`src/rtl/wb_port_arbiter.sv`:
```
// Purpose:      merges pipeline writeback with queued multi-cycle mul/div results onto one register-file write port.
// Latency:      pipeline writes pass through combinationally; an MDU result is written no earlier than 1 cycle after its push.
// Backpressure: o_mdu_rdy drops when the 2-entry result queue is full; o_wb_stall holds the pipeline while a starved entry drains.
//
// Ports:
//   i_clk, i_rst                              clock (rising edge), asynchronous active-high reset
//   i_pipe_wr_en, i_pipe_rd_idx, i_pipe_rd_data  pipeline writeback request
//   i_mdu_vld, o_mdu_rdy, i_mdu_rd_idx, i_mdu_data  MDU result handshake
//   o_wb_stall                                pipeline must hold its writeback inputs this cycle
//   o_rf_wr_en, o_rf_wr_idx, o_rf_wr_data     register-file write port
//   o_q_cnt                                   MDU result queue occupancy (0..2)
module wb_port_arbiter #(
    parameter int STARVE_LIMIT = 4
) (
    input  logic        i_clk,
    input  logic        i_rst,
    input  logic        i_pipe_wr_en,
    input  logic [4:0]  i_pipe_rd_idx,
    input  logic [31:0] i_pipe_rd_data,
    input  logic        i_mdu_vld,
    output logic        o_mdu_rdy,
    input  logic [4:0]  i_mdu_rd_idx,
    input  logic [31:0] i_mdu_data,
    output logic        o_wb_stall,
    output logic        o_rf_wr_en,
    output logic [4:0]  o_rf_wr_idx,
    output logic [31:0] o_rf_wr_data,
    output logic [1:0]  o_q_cnt
);

    localparam logic [3:0] STARVE_MAX = 4'(STARVE_LIMIT);

    // Result queue storage: index + data per entry.
    logic [4:0]  idx_q  [0:1];
    logic [31:0] data_q [0:1];

    logic        wr_ptr_q, wr_ptr_d;
    logic        rd_ptr_q, rd_ptr_d;
    logic [1:0]  cnt_q,    cnt_d;
    logic [3:0]  starve_q, starve_d;

    logic        push;
    logic        pop;
    logic        grant;
    logic [4:0]  head_idx;
    logic [31:0] head_data;

    assign head_idx  = idx_q[rd_ptr_q];
    assign head_data = data_q[rd_ptr_q];

    // Readiness depends only on registered occupancy, never on a same-cycle pop,
    // so there is no combinational path from the pipeline back to the MDU.
    assign push = i_mdu_vld && (cnt_q != 2'd2) && !i_rst;

    // The queue only wins the port when the pipeline is idle or the head has waited
    // long enough. Entries pushed this cycle are not visible until cnt_q updates.
    assign grant = (cnt_q != 2'd0) && (!i_pipe_wr_en || (starve_q == STARVE_MAX));
    assign pop   = grant;

    always_comb begin
        wr_ptr_d = wr_ptr_q;
        rd_ptr_d = rd_ptr_q;
        cnt_d    = cnt_q;
        starve_d = starve_q;

        if (push) begin
            wr_ptr_d = ~wr_ptr_q;
        end
        if (pop) begin
            rd_ptr_d = ~rd_ptr_q;
        end

        case ({push, pop})
            2'b10:   cnt_d = cnt_q + 2'd1;
            2'b01:   cnt_d = cnt_q - 2'd1;
            default: cnt_d = cnt_q;
        endcase

        // Age of the current head while the pipeline keeps the port busy.
        if (pop || (cnt_q == 2'd0)) begin
            starve_d = 4'd0;
        end else if (starve_q != STARVE_MAX) begin
            starve_d = starve_q + 4'd1;
        end
    end

    always_ff @(posedge i_clk or posedge i_rst) begin
        if (i_rst) begin
            wr_ptr_q <= 1'b0;
            rd_ptr_q <= 1'b0;
            cnt_q    <= 2'd0;
            starve_q <= 4'd0;
        end else begin
            wr_ptr_q <= wr_ptr_d;
            rd_ptr_q <= rd_ptr_d;
            cnt_q    <= cnt_d;
            starve_q <= starve_d;
        end
    end

    // Payload storage needs no reset: occupancy alone says which entries are live.
    always_ff @(posedge i_clk) begin
        if (push) begin
            idx_q[wr_ptr_q]  <= i_mdu_rd_idx;
            data_q[wr_ptr_q] <= i_mdu_data;
        end
    end

    // Outputs are forced quiet while reset is held, independent of pipeline inputs.
    always_comb begin
        o_mdu_rdy    = 1'b0;
        o_wb_stall   = 1'b0;
        o_rf_wr_en   = 1'b0;
        o_rf_wr_idx  = 5'd0;
        o_rf_wr_data = 32'd0;
        o_q_cnt      = 2'd0;
        if (!i_rst) begin
            o_mdu_rdy  = (cnt_q != 2'd2);
            o_wb_stall = i_pipe_wr_en && grant;
            o_q_cnt    = cnt_q;
            if (grant) begin
                // An x0 head still drains; only the write itself is suppressed.
                o_rf_wr_en   = (head_idx != 5'd0);
                o_rf_wr_idx  = head_idx;
                o_rf_wr_data = head_data;
            end else begin
                o_rf_wr_en   = i_pipe_wr_en && (i_pipe_rd_idx != 5'd0);
                o_rf_wr_idx  = i_pipe_rd_idx;
                o_rf_wr_data = i_pipe_rd_data;
            end
        end
    end

endmodule

```
`config.mk`:
```
export PLATFORM = sky130hd
export DESIGN_NAME = wb_port_arbiter
export DESIGN_NICKNAME = d
export VERILOG_FILES = /design/src/rtl/wb_port_arbiter.sv
export SDC_FILE = /design/constraint.sdc
export NUM_CORES = 1
export LEC_CHECK = 0
export CORE_AREA = 8 8 95 106
export CTS_CLUSTER_SIZE = 30
export DETAILED_ROUTE_END_ITERATION = 16
export DIE_AREA = 0 0 103 114
export GPL_TIMING_DRIVEN = 0
export PLACE_DENSITY = 0.84
export SETUP_SLACK_MARGIN = 0.15
export SYNTH_ARGS = -nofsm -noshare
export SYNTH_HDL_FRONTEND = slang
export SYNTH_SLANG_ARGS = --single-unit
```
`constraint.sdc`:
```
create_clock -name i_clk -period 3.5 [get_ports i_clk]
set_input_delay 0.7 -clock i_clk [delete_from_list [all_inputs] [get_ports i_clk]]
set_output_delay 0.7 -clock i_clk [all_outputs]
set_load 0.1 [all_outputs]
```
==> run metrics <==
WHS 0.4126 ns; Synth Area in Adders 0.009855; CTS Hold Bufs 0; Crit Reg-Reg Startpoint cnt_q[0]$_DFFE_PP0P_; Worst EP required 2.80 ns; DRT Pass-1 Iters 4; clock network power share 0.169; FF+latch count, synth 82; CP max FO 10; r2r setup slk 1.33 ns; Tot Pwr 3.868 mW; Detailed Route WL 9.368 mm; maxcap violations 0; Worst setup endpoint o_rf_wr_data[25]; Leakage 1.931 nW; post-layout util 0.6424; Die ar. 11740 sq um; total gr overflow 0; pwr/cell area 731.4 nW/um^2; yosys warns 0; Hold/Removal Path Class input pin to asynchronous set/reset pin; multiplexer area fraction after synthesis 0.09724; Mapped Cells 253; TritonCTS buffer count 9; CTS Sinks 82; Detailed Place HPWL 6.738 mm; Slew @ Worst Pin 1.137 ns; port bufs 118; Area Growth Syn to Fin 38.86%; Hold Vio Cnt, Final 0; drt wl/cell 18.81 um; clk buf depth 2; Reg power frac 0.333; FMAX 302.7 MHz; Tmin final 3.304 ns; average size of a mapped cell 15.05 sq um; outcome completed; Crit Path Category input pin to output port; Synth Area in Compound Gates 0.1334; Chip Width 103 um; fill count 647; H-tree levels 3; Seq/Total Area, Yosys 0.6360; main combinational cell family by area after synthesis compound AO/OA/AOI/OAI gates; crit path launch type input pin; Clock Latency Late Sink 0.34 ns; # diodes 0; vias in the first global route 2910; first-pass GRT wire length 14.59 mm; via count 2589; initial antenna violation count 1; Worst-path clk slew 0.08 ns; endpoint class of the critical path output port; CP arrival 2.60 ns; Worst Reg-to-Reg Cells 4; Slew Viols, Final 0; Final Setup Violations 0; Netlist cell types 28; Die Y 114 um; Int Pwr 2.114 mW; antenna-violating nets left 0; cell row count 35; Slew headroom 0.2401; vias per inst 5.199; Final Cycle Share 0.9440; GPL Wtd Cong 0.7735; share of cells above drive strength 1 0.2817; switching power 1.755 mW; simple-gate portion of the synthesized area 0.06800; Initial Util 0.4626; syn_nets 334; area of the mapped netlist 3809 sq um; Comb pwr share 0.498; NumNets Final 463; clock root cell clkbuf_8; GRT Util Overall 0.1643; TritonCTS clock tree yes; RSZ-0062 raised after global routing false; VDD IR-drop max 0.7491 mV; Setup crit start i_pipe_wr_en; commonest cells after routing, fill and taps aside clkdlybuf4s50_1 (78), edfxtp_1 (74), nor2_1 (46), mux2i_1 (37), a211oi_2 (37); Layout Skew 0.006422 ns; RR Endpoint data_q[0][2]$_DFFE_PP_; largest net degree at the start of global routing 38; core area 8233 sq um; drt drc 0; xor/xnor share of the synthesized area 0.01610; Iteration-0 DRC Markers 123; most common cell after layout, fill and taps aside clkdlybuf4s50_1; IO Pins 120; switching share of power 0.4536
## cell families (layout without fill, tap and decap cells)
kind of cell | after synthesis | in the layout
simple gates | 58 | 58
xor+xnor | 7 | 7
buf+inv | 23 | 157
mux | 37 | 37
fa+ha+maj | 3 | 3
compound gates | 43 | 43
flops | 82 | 82
## metal layers
layer | global-route usage | wire length (um)
met1 | 0.1744 | 3576
met2 | 0.2921 | 4891
met3 | 0.04388 | 692
met4 | 0.07633 | 194
met5 | 0 | 13
## worst max-delay path, stage by stage
cell,delay (ns)
clkdlybuf4s50_1,0.52
a21oi_4,0.33
buf_6,0.20
nor2_1,0.06
a211oi_2,0.19
clkdlybuf4s15_2,0.58
## synth_stat cells
master | instances | area share
buf_2 | 6 | 0.0079
and3_1 | 2 | 0.0033
nor4_1 | 1 | 0.0016
o21ai_0 | 1 | 0.0013
nor4b_1 | 1 | 0.0023
nand3b_4 | 1 | 0.0053
a21oi_4 | 1 | 0.0043
clkbuf_1 | 3 | 0.0030
nor2b_1 | 1 | 0.0016
nand3b_1 | 1 | 0.0020
edfxtp_1 | 74 | 0.58
nor2_1 | 47 | 0.046
buf_6 | 7 | 0.021
xnor2_1 | 4 | 0.0092
o221ai_1 | 1 | 0.0023
inv_1 | 5 | 0.0049
dfrtp_1 | 8 | 0.053
xor2_1 | 3 | 0.0069
ha_1 | 3 | 0.0099
or4_1 | 1 | 0.0020
buf_1 | 1 | 0.00098
mux2i_1 | 37 | 0.097
nand2_1 | 1 | 0.00098
a211oi_2 | 37 | 0.12
nor3_1 | 1 | 0.0013
a21oi_1 | 3 | 0.0039
buf_4 | 1 | 0.0020
nand3_1 | 1 | 0.0013
## registers in the layout, summed over array words and instances, names as in the netlist
register  flops
cnt_q         2
data_q       64
idx_q        10
wr_ptr_q      1
starve_q      4
rd_ptr_q      1
## worst min-delay path by stage
stage	end	cells after the start
finish	starve_q[2]$_DFFE_PP0P_	2
global route	cnt_q[0]$_DFFE_PP0P_	2
CTS	cnt_q[0]$_DFFE_PP0P_	2
detailed placement	starve_q[0]$_DFFE_PP0P_	1
global placement	starve_q[0]$_DFFE_PP0P_	1
floorplan	starve_q[0]$_DFFE_PP0P_	1
## power groups by stage
stage | clock [mW] | sequential, mW | combinational (mW)
floorplan | 0 | 1.29 | 1.53
global placement | 0 | 1.30 | 1.96
detailed placement | 0 | 1.31 | 1.98
CTS | 0.666 | 1.29 | 1.96
global route | 0.711 | 1.30 | 2.03
finish | 0.654 | 1.29 | 1.93
## metrics by stage
stage	std cells	TNS [ns]	cell area, sq um	worst slack [ns]
after floorplan	253	0	3824	0.2951
after CTS	498	0	5379	0.1364
after global placement	482	-12.49	5144	-0.3914
after global routing	498	0	5289	0.1506
final	498	0	5289	0.1959
after detailed placement	482	-13.77	5145	-0.4296
## layout make-up
type / instances / area (sq um) / area share
buffer: 18 / 131.4 / 0.02484
clock buffer: 11 / 131.4 / 0.02484
clock inverter: 5 / 55.05 / 0.01041
inverter: 5 / 18.77 / 0.003549
multi-input combinational: 148 / 1252 / 0.2368
sequential: 82 / 2422 / 0.4580
tap: 111 / 138.9 / 0.02626
timing repair buffer: 118 / 1139 / 0.2153
## what timing repair did
action	in CTS	in global routing
setup buffers	0	0
gates resized for setup	118	39
setup endpoints to repair	40	28
cloned	0	0
Power figures use the tool's default switching activity.
